===== src/rtl/hazard_flush_ctrl_if.sv =====
// Bundle between the decode-side hazard/flush controller and the pipeline
// stage registers it steers. The master drives the hazard inputs and receives
// the write-enable/flush controls; the slave is the controller itself.
interface hazard_flush_ctrl_if #(
  parameter int REG_AW = 5,
  parameter int CNT_W  = 32
);
  logic              ifid_valid;
  logic [REG_AW-1:0] ifid_rs1;
  logic [REG_AW-1:0] ifid_rs2;
  logic              idex_memread;
  logic [REG_AW-1:0] idex_rd;
  logic              exmem_branch_taken;
  logic              pc_write;
  logic              ifid_write;
  logic              ifid_flush;
  logic              idex_flush;
  logic              exmem_flush;
  logic [CNT_W-1:0]  stall_count;
  logic [CNT_W-1:0]  flush_count;

  modport master (
    output ifid_valid, ifid_rs1, ifid_rs2, idex_memread, idex_rd, exmem_branch_taken,
    input  pc_write, ifid_write, ifid_flush, idex_flush, exmem_flush, stall_count, flush_count
  );

  modport slave (
    input  ifid_valid, ifid_rs1, ifid_rs2, idex_memread, idex_rd, exmem_branch_taken,
    output pc_write, ifid_write, ifid_flush, idex_flush, exmem_flush, stall_count, flush_count
  );
endinterface


===== src/rtl/hazard_flush_ctrl.sv =====
// Load-use hazard and taken-branch flush controller for a 5-stage pipeline.
// Outputs are Mealy (same-cycle) so the stage registers act on the next edge.
// A taken branch in MEM always wins over a load-use stall and cancels any
// bubbles still pending. Optional perf counters: define HAZARD_PERF_CNT_EN.
module hazard_flush_ctrl #(
  parameter int REG_AW       = 5,
  parameter int STALL_CYCLES = 1,
  parameter int CNT_W        = 32
) (
  input  logic              clk,
  input  logic              reset,
  hazard_flush_ctrl_if.slave bus
);

  // Remaining-bubble counter only needs to hold STALL_CYCLES-1.
  localparam int            RW       = (STALL_CYCLES > 1) ? $clog2(STALL_CYCLES) : 1;
  localparam logic [RW-1:0] REM_INIT = RW'(STALL_CYCLES - 1);
  localparam logic [RW-1:0] REM_ONE  = RW'(1);

  typedef enum logic [0:0] {
    IDLE  = 1'b0,
    STALL = 1'b1
  } state_t;

  state_t          r_state;
  state_t          w_state_nxt;
  logic [RW-1:0]   r_remaining;
  logic [RW-1:0]   w_remaining_nxt;
  logic            w_hazard;
  logic            w_pc_write;
  logic            w_ifid_write;
  logic            w_ifid_flush;
  logic            w_idex_flush;
  logic            w_exmem_flush;

  // x0 is hardwired zero, so a load targeting it never creates a dependency.
  assign w_hazard = bus.ifid_valid & bus.idex_memread &
                    (bus.idex_rd != {REG_AW{1'b0}}) &
                    ((bus.idex_rd == bus.ifid_rs1) | (bus.idex_rd == bus.ifid_rs2));

  // State and remaining-bubble register.
  always_ff @(posedge clk or posedge reset) begin
    if (reset) begin
      r_state     <= IDLE;
      r_remaining <= {RW{1'b0}};
    end else begin
      r_state     <= w_state_nxt;
      r_remaining <= w_remaining_nxt;
    end
  end

  // Next-state and Mealy control outputs; reset forces a full flush with PC frozen.
  always_comb begin
    w_state_nxt     = r_state;
    w_remaining_nxt = r_remaining;
    w_pc_write      = 1'b1;
    w_ifid_write    = 1'b1;
    w_ifid_flush    = 1'b0;
    w_idex_flush    = 1'b0;
    w_exmem_flush   = 1'b0;
    if (reset) begin
      w_pc_write      = 1'b0;
      w_ifid_write    = 1'b0;
      w_ifid_flush    = 1'b1;
      w_idex_flush    = 1'b1;
      w_exmem_flush   = 1'b1;
      w_state_nxt     = IDLE;
      w_remaining_nxt = {RW{1'b0}};
    end else if (bus.exmem_branch_taken) begin
      w_ifid_flush    = 1'b1;
      w_idex_flush    = 1'b1;
      w_exmem_flush   = 1'b1;
      w_state_nxt     = IDLE;
      w_remaining_nxt = {RW{1'b0}};
    end else begin
      case (r_state)
        IDLE: begin
          if (w_hazard) begin
            w_pc_write   = 1'b0;
            w_ifid_write = 1'b0;
            w_idex_flush = 1'b1;
            if (STALL_CYCLES > 1) begin
              w_state_nxt     = STALL;
              w_remaining_nxt = REM_INIT;
            end else begin
              w_state_nxt     = IDLE;
              w_remaining_nxt = {RW{1'b0}};
            end
          end else begin
            w_state_nxt = IDLE;
          end
        end
        STALL: begin
          // Hazard input is ignored here: the bubble train is already committed.
          w_pc_write   = 1'b0;
          w_ifid_write = 1'b0;
          w_idex_flush = 1'b1;
          if (r_remaining <= REM_ONE) begin
            w_state_nxt     = IDLE;
            w_remaining_nxt = {RW{1'b0}};
          end else begin
            w_state_nxt     = STALL;
            w_remaining_nxt = r_remaining - REM_ONE;
          end
        end
        default: begin
          w_state_nxt     = IDLE;
          w_remaining_nxt = {RW{1'b0}};
        end
      endcase
    end
  end

  assign bus.pc_write    = w_pc_write;
  assign bus.ifid_write  = w_ifid_write;
  assign bus.ifid_flush  = w_ifid_flush;
  assign bus.idex_flush  = w_idex_flush;
  assign bus.exmem_flush = w_exmem_flush;

`ifdef HAZARD_PERF_CNT_EN
  logic [CNT_W-1:0] r_stall_cnt;
  logic [CNT_W-1:0] r_flush_cnt;
  logic             w_stall_cyc;

  // PC is frozen only by a stall once out of reset (reset holds the counters).
  assign w_stall_cyc = ~w_pc_write;

  // Saturating performance counters for stall cycles and taken-branch flushes.
  always_ff @(posedge clk or posedge reset) begin
    if (reset) begin
      r_stall_cnt <= {CNT_W{1'b0}};
      r_flush_cnt <= {CNT_W{1'b0}};
    end else begin
      if (w_stall_cyc && (r_stall_cnt != {CNT_W{1'b1}})) begin
        r_stall_cnt <= r_stall_cnt + {{(CNT_W-1){1'b0}}, 1'b1};
      end else begin
        r_stall_cnt <= r_stall_cnt;
      end
      if (bus.exmem_branch_taken && (r_flush_cnt != {CNT_W{1'b1}})) begin
        r_flush_cnt <= r_flush_cnt + {{(CNT_W-1){1'b0}}, 1'b1};
      end else begin
        r_flush_cnt <= r_flush_cnt;
      end
    end
  end

  assign bus.stall_count = r_stall_cnt;
  assign bus.flush_count = r_flush_cnt;
`else
  assign bus.stall_count = {CNT_W{1'b0}};
  assign bus.flush_count = {CNT_W{1'b0}};
`endif

endmodule

===== src/flat_wrapper.sv =====
// flat-port wrapper written by rule: the top's interface ports become plain ports
module hazard_flush_ctrl_flat 
#(
  parameter int REG_AW       = 5,
  parameter int STALL_CYCLES = 1,
  parameter int CNT_W        = 32
)
  (clk, reset, bus_ifid_valid, bus_ifid_rs1, bus_ifid_rs2, bus_idex_memread, bus_idex_rd, bus_exmem_branch_taken, bus_pc_write, bus_ifid_write, bus_ifid_flush, bus_idex_flush, bus_exmem_flush, bus_stall_count, bus_flush_count);
  hazard_flush_ctrl_if #(.REG_AW(REG_AW), .CNT_W(CNT_W)) bus_i ();
  input  logic clk;
  input  logic reset;
  input wire logic [$bits(bus_i.ifid_valid)-1:0] bus_ifid_valid;
  input wire logic [$bits(bus_i.ifid_rs1)-1:0] bus_ifid_rs1;
  input wire logic [$bits(bus_i.ifid_rs2)-1:0] bus_ifid_rs2;
  input wire logic [$bits(bus_i.idex_memread)-1:0] bus_idex_memread;
  input wire logic [$bits(bus_i.idex_rd)-1:0] bus_idex_rd;
  input wire logic [$bits(bus_i.exmem_branch_taken)-1:0] bus_exmem_branch_taken;
  output wire logic [$bits(bus_i.pc_write)-1:0] bus_pc_write;
  output wire logic [$bits(bus_i.ifid_write)-1:0] bus_ifid_write;
  output wire logic [$bits(bus_i.ifid_flush)-1:0] bus_ifid_flush;
  output wire logic [$bits(bus_i.idex_flush)-1:0] bus_idex_flush;
  output wire logic [$bits(bus_i.exmem_flush)-1:0] bus_exmem_flush;
  output wire logic [$bits(bus_i.stall_count)-1:0] bus_stall_count;
  output wire logic [$bits(bus_i.flush_count)-1:0] bus_flush_count;
  assign bus_i.ifid_valid = bus_ifid_valid;
  assign bus_i.ifid_rs1 = bus_ifid_rs1;
  assign bus_i.ifid_rs2 = bus_ifid_rs2;
  assign bus_i.idex_memread = bus_idex_memread;
  assign bus_i.idex_rd = bus_idex_rd;
  assign bus_i.exmem_branch_taken = bus_exmem_branch_taken;
  assign bus_pc_write = bus_i.pc_write;
  assign bus_ifid_write = bus_i.ifid_write;
  assign bus_ifid_flush = bus_i.ifid_flush;
  assign bus_idex_flush = bus_i.idex_flush;
  assign bus_exmem_flush = bus_i.exmem_flush;
  assign bus_stall_count = bus_i.stall_count;
  assign bus_flush_count = bus_i.flush_count;
  hazard_flush_ctrl #(.REG_AW(REG_AW), .STALL_CYCLES(STALL_CYCLES), .CNT_W(CNT_W)) u_core (.clk(clk), .reset(reset), .bus(bus_i));
endmodule

===== config.mk =====
export PLATFORM = sky130hd
export DESIGN_NAME = hazard_flush_ctrl_flat
export DESIGN_NICKNAME = d
export VERILOG_FILES = /design/src/rtl/hazard_flush_ctrl_if.sv /design/src/rtl/hazard_flush_ctrl.sv /design/src/flat_wrapper.sv
export SDC_FILE = /design/constraint.sdc
export NUM_CORES = 1
export LEC_CHECK = 0
export BUFFER_PORTS_ARGS = -buffer_cell sky130_fd_sc_hd__buf_2
export CORE_UTILIZATION = 35
export DETAILED_ROUTE_END_ITERATION = 6
export PLACE_DENSITY_LB_ADDON = 0.08
export SLEW_MARGIN = 20
export SYNTH_ARGS = -nofsm -noshare
export SYNTH_HDL_FRONTEND = slang
export SYNTH_SLANG_ARGS = --single-unit

===== constraint.sdc =====
create_clock -name clk -period 2.2 [get_ports clk]
set_clock_uncertainty 0.05 [all_clocks]
set_input_delay 0.11 -clock clk [delete_from_list [all_inputs] [get_ports clk]]
set_output_delay 0.11 -clock clk [all_outputs]
set_load 0.005 [all_outputs]

Word level (Yosys, flattened, before mapping):

Index checks and enable logic that the tools add are counted.

* add/subtract/negate cells: 1
* magnitude comparators: 1
* equal/unequal tests: 3
* multiplexer cells: 19
* bitwise gates (word level): 5
* reductions and logical operators: 1

Operators with widths (number)
* two-way mux 1 bit: 15
* equality test 5 bit: 2
* case mux 1 bit (2 select lines): 4
* nonzero test 5 bit: 1
* != test 4 x 3 -> 1 bit (second input constant): 1
* AND 1 bit: 3
* <= comparator 1 bit (second input constant): 1
* inverter 1 bit: 1
* OR 1 bit: 1
* subtractor 1 bit (second input constant): 1

* register bits after elaboration: 2
* input port bits: 20
* output and inout bits: 69
* word-level logic and storage cells: 32

Depth between registers and ports, before layout:

* depth in word-level cells: 7
* mapped depth: 5

Worst setup path after synthesis:

No wires, ideal clock.

* path kind: in2out
* start point: in bus_idex_rd[2]
* end point: out bus_pc_write
* arrival: 1054 ps
* slack: 986 ps
* cell stages on the path: 4
* buffers on the path: 1
* path through: or4_4 > o211ai_2 > o31a_1 > buf_4

* longest elaborated chain between the ends: 7
* elaborated cells on any way between the ends: 10

RTL lines
* from (decl): RTL line flat_wrapper.sv:16 `input wire logic [$bits(bus_i.idex_rd)-1:0] bus_idex_rd;`
* equality test 5 bit / nonzero test 5 bit (equally long branches): RTL line hazard_flush_ctrl.sv:39, hazard_flush_ctrl.sv:38
* OR 1 bit / AND 1 bit (equally long branches): RTL line hazard_flush_ctrl.sv:39, hazard_flush_ctrl.sv:37
* AND 1 bit *: RTL line hazard_flush_ctrl.sv:38 `(bus.idex_rd != {REG_AW{1'b0}}) &`
* two-way mux 1 bit *
* case mux 1 bit (2 select lines) *
* two-way mux 1 bit * (2 in series)
* to (decl): RTL line flat_wrapper.sv:18 `output wire logic [$bits(bus_i.pc_write)-1:0] bus_pc_write;`

Every way passes the cells marked *; elsewhere a longest branch is shown, timed or not.

Worst setup path after layout:

* start point: in bus_idex_rd[2]
* end point: out bus_ifid_write

* longest elaborated chain between the ends: 7
* elaborated cells on any way between the ends: 10

RTL lines
* equality test 5 bit / nonzero test 5 bit (equally long branches): RTL line hazard_flush_ctrl.sv:39, hazard_flush_ctrl.sv:38
* OR 1 bit / AND 1 bit (equally long branches): RTL line hazard_flush_ctrl.sv:39, hazard_flush_ctrl.sv:37
* AND 1 bit *: RTL line hazard_flush_ctrl.sv:38
* two-way mux 1 bit *: RTL line hazard_flush_ctrl.sv:78 `if (w_hazard) begin`
* case mux 1 bit (2 select lines) *: RTL line hazard_flush_ctrl.sv:76 `case (r_state)`
* two-way mux 1 bit *: RTL line hazard_flush_ctrl.sv:69 `end else if (bus.exmem_branch_taken) begin`
* two-way mux 1 bit *: RTL line hazard_flush_ctrl.sv:61 `if (reset) begin`
* to (decl): RTL line flat_wrapper.sv:19 `output wire logic [$bits(bus_i.ifid_write)-1:0] bus_ifid_write;`

Marks and branches as above.

==> flow_summary.yaml <==
power:
  clockPowerShare_pct: 0
  pwr-share-seq_pct: 0
  swShare_pct: 63.2
  power_frac_comb_pct: 100.0
  p_int_mw: 0.0280
  power_density_mw_per_mm2: 137
  p_total_mw: 0.0761
  peakVddDrop_v: 0.0000425
  p_sw_mw: 0.0481
  leakagePower_nw: 0.366
layout:
  antenna_cells: 0
  syn_to_final_growth_pct: -16.3
  final_cells: 134
  seq_area_um2: 0
  drive_above_1_share_pct: 24.8
  fin_nets: 131
  nClkBuffers: 0
  flops_and_latches: 0
placed_design:
  port_buffers: 24
  place_congestion: 0.608
  hpwl_um: 740
  placed_cells_incl_taps: 134
worst_setup_path:
  crit_path_frequent_cell: "buf_2"
  crit_path_end_kind: "output port"
  worstSetupEndpoint: "bus_ifid_write"
  cpPeakStageDelay_ns: 0.53
  crit_path_start_kind: "input pin"
  cp_cell_sequence: "buf_2 -> or4_4 -> o211ai_2 -> o31a_1 -> buf_2"
  critPathMaxFanout: 3
  crit_start: "bus_idex_rd[2]"
  cp_slowest_cell: "or4_4"
  worstPathArrival_ns: 1.19
  worstPathRequired_ns: 2.04
  worstSetupPathType: "input pin to output port"
route:
  drt_iter0_drc: 2
  drc_errors: 0
  drt-pass1-iter-count: 2
  vias: 384
  via_per_inst: 2.87
  antenna_left: 0
  route.detailed.wl_per_inst_um: 5.71
  routed_wl_um: 765
die:
  die_w_um: 45.5
  rows: 15
  initial_utilization_pct: 37.9
  die_h_um: 45.5
  io_pins: 89
  dieArea_mm2: 0.00207
  core_area_mm2: 0.00175
yosys:
  synth.avg_cell_area_um2: 7.52
  post_synth_xor_area_fraction_pct: 13.2
  synthTopCellsByCount: "buf_4 (66), xor2_1 (10), nor2_1 (2), nor3_1 (2)"
  synth_mux_area_share_pct: 0
  synthTopCellsByArea: "buf_4 (75%), xor2_1 (13%), o211ai_2 (1.9%)"
  synth_top_cell_by_area: "buf_4"
  yosysMostFrequentCell: "buf_4"
  synth_top_family_by_area: "buffers and inverters"
  yosys.area_share.simple_pct: 5.29
  synth.distinct_cells: 12
  yosysSeqAreaShare_pct: 0
  syn_area_um2: 662
  yosysWarnings: 0
  synth_top_area_share_pct: 74.9
  synth_compound_area_share_pct: 5.48
  synthCells: 88
  synth_fa_ha_area_share_pct: 0
global_route:
  grt_pass1_wl_um: 959
  grt_pass1_vias: 243
  grt-ovfl-total: 0
  antenna_found_initial: 0
  grt_max_degree: 4
  track_usage_pct: 6.03
flow_run:
  drv_cap: 0
clocking:
  post_cts_buffers: 0
  hold_buffers: 0
  cts.repair.resized: 0
sta:
  tns_ns: 0
  hold_viol: 0
  post-route-period-util_pct: 61.2
  final-setup-viol-count: 0
  post-route-min-period_ns: 1.35
  rsz0062_at_grt: "no"
  maxSlewViolCount: 0
  fmax_mhz: 743
status:
  status: "finished clean"
hold_path:
  hold_path.class: "input pin to output port"
-- final cells by class --
class                      count  area [um2]
multi-input combinational     84         399
timing repair buffer          24         120
fill                         195        1190
inverter                       1        3.75
tap                           25        31.3
-- layer usage --
metal | track usage (%) | wire length (um) | vias up | part of all wire [%]
met4 | 0 | 0 | 0 | 0
met2 | 13.4 | 434 | 40 | 57
met5 | 0 | 0 | - | 0
met1 | 6.12 | 218 | 159 | 28
met3 | 0.397 | 113 | 0 | 15
li1 | - | - | 185 | -
-- logic make-up after synthesis --
group | Yosys count
compound gates | 4
other cells | 1
xor+xnor | 10
buf+inv | 67
simple gates | 6
-- placed cells by master (no fill, tap or decap), drive strengths merged --
cell type  count
or2            1
buf           24
conb          64
o21bai         1
o31a           1
xor2          10
o211ai         1
nor2           2
or4            1
a22oi          1
nor3           2
inv            1
-- power groups by stage --
stage               combinational, mW  sequential, mW  clock (mW)
floorplan                       0.130               0           0
CTS                            0.0749               0           0
detailed placement             0.0746               0           0
global route                   0.0911               0           0
global placement               0.0748               0           0
finish                         0.0761               0           0
-- worst max-delay path: cells and delay by family --
| kind | cells | cell delay, ns |
|---|---|---|
| compound gates | 2 | 0.31 |
| buf+inv | 2 | 0.23 |
| simple gates | 1 | 0.53 |
-- stage by stage --
step           hold slack (ns)  util (%)  setup WS (ns)  cell area (um2)
5_1_grt                  0.493      31.8          0.797              554
6_report                 0.462      31.8          0.854              554
3_3_place_gp             0.466      31.8          0.850              554
4_1_cts                  0.465      31.8          0.845              554
3_5_place_dp             0.464      31.8          0.847              554
2_1_floorplan            0.272         -          0.986              898
-- worst min-delay path by stage --
stage,endpoint,from,cells after the start
after global routing,bus_ifid_flush,bus_exmem_branch_taken,3
after CTS,bus_ifid_flush,reset,3
after global placement,bus_exmem_flush,reset,3
final,bus_ifid_flush,reset,3
after detailed placement,bus_ifid_flush,reset,3
after floorplan,bus_exmem_flush,reset,1
No activity file was read; power rests on OpenSTA's default activity.
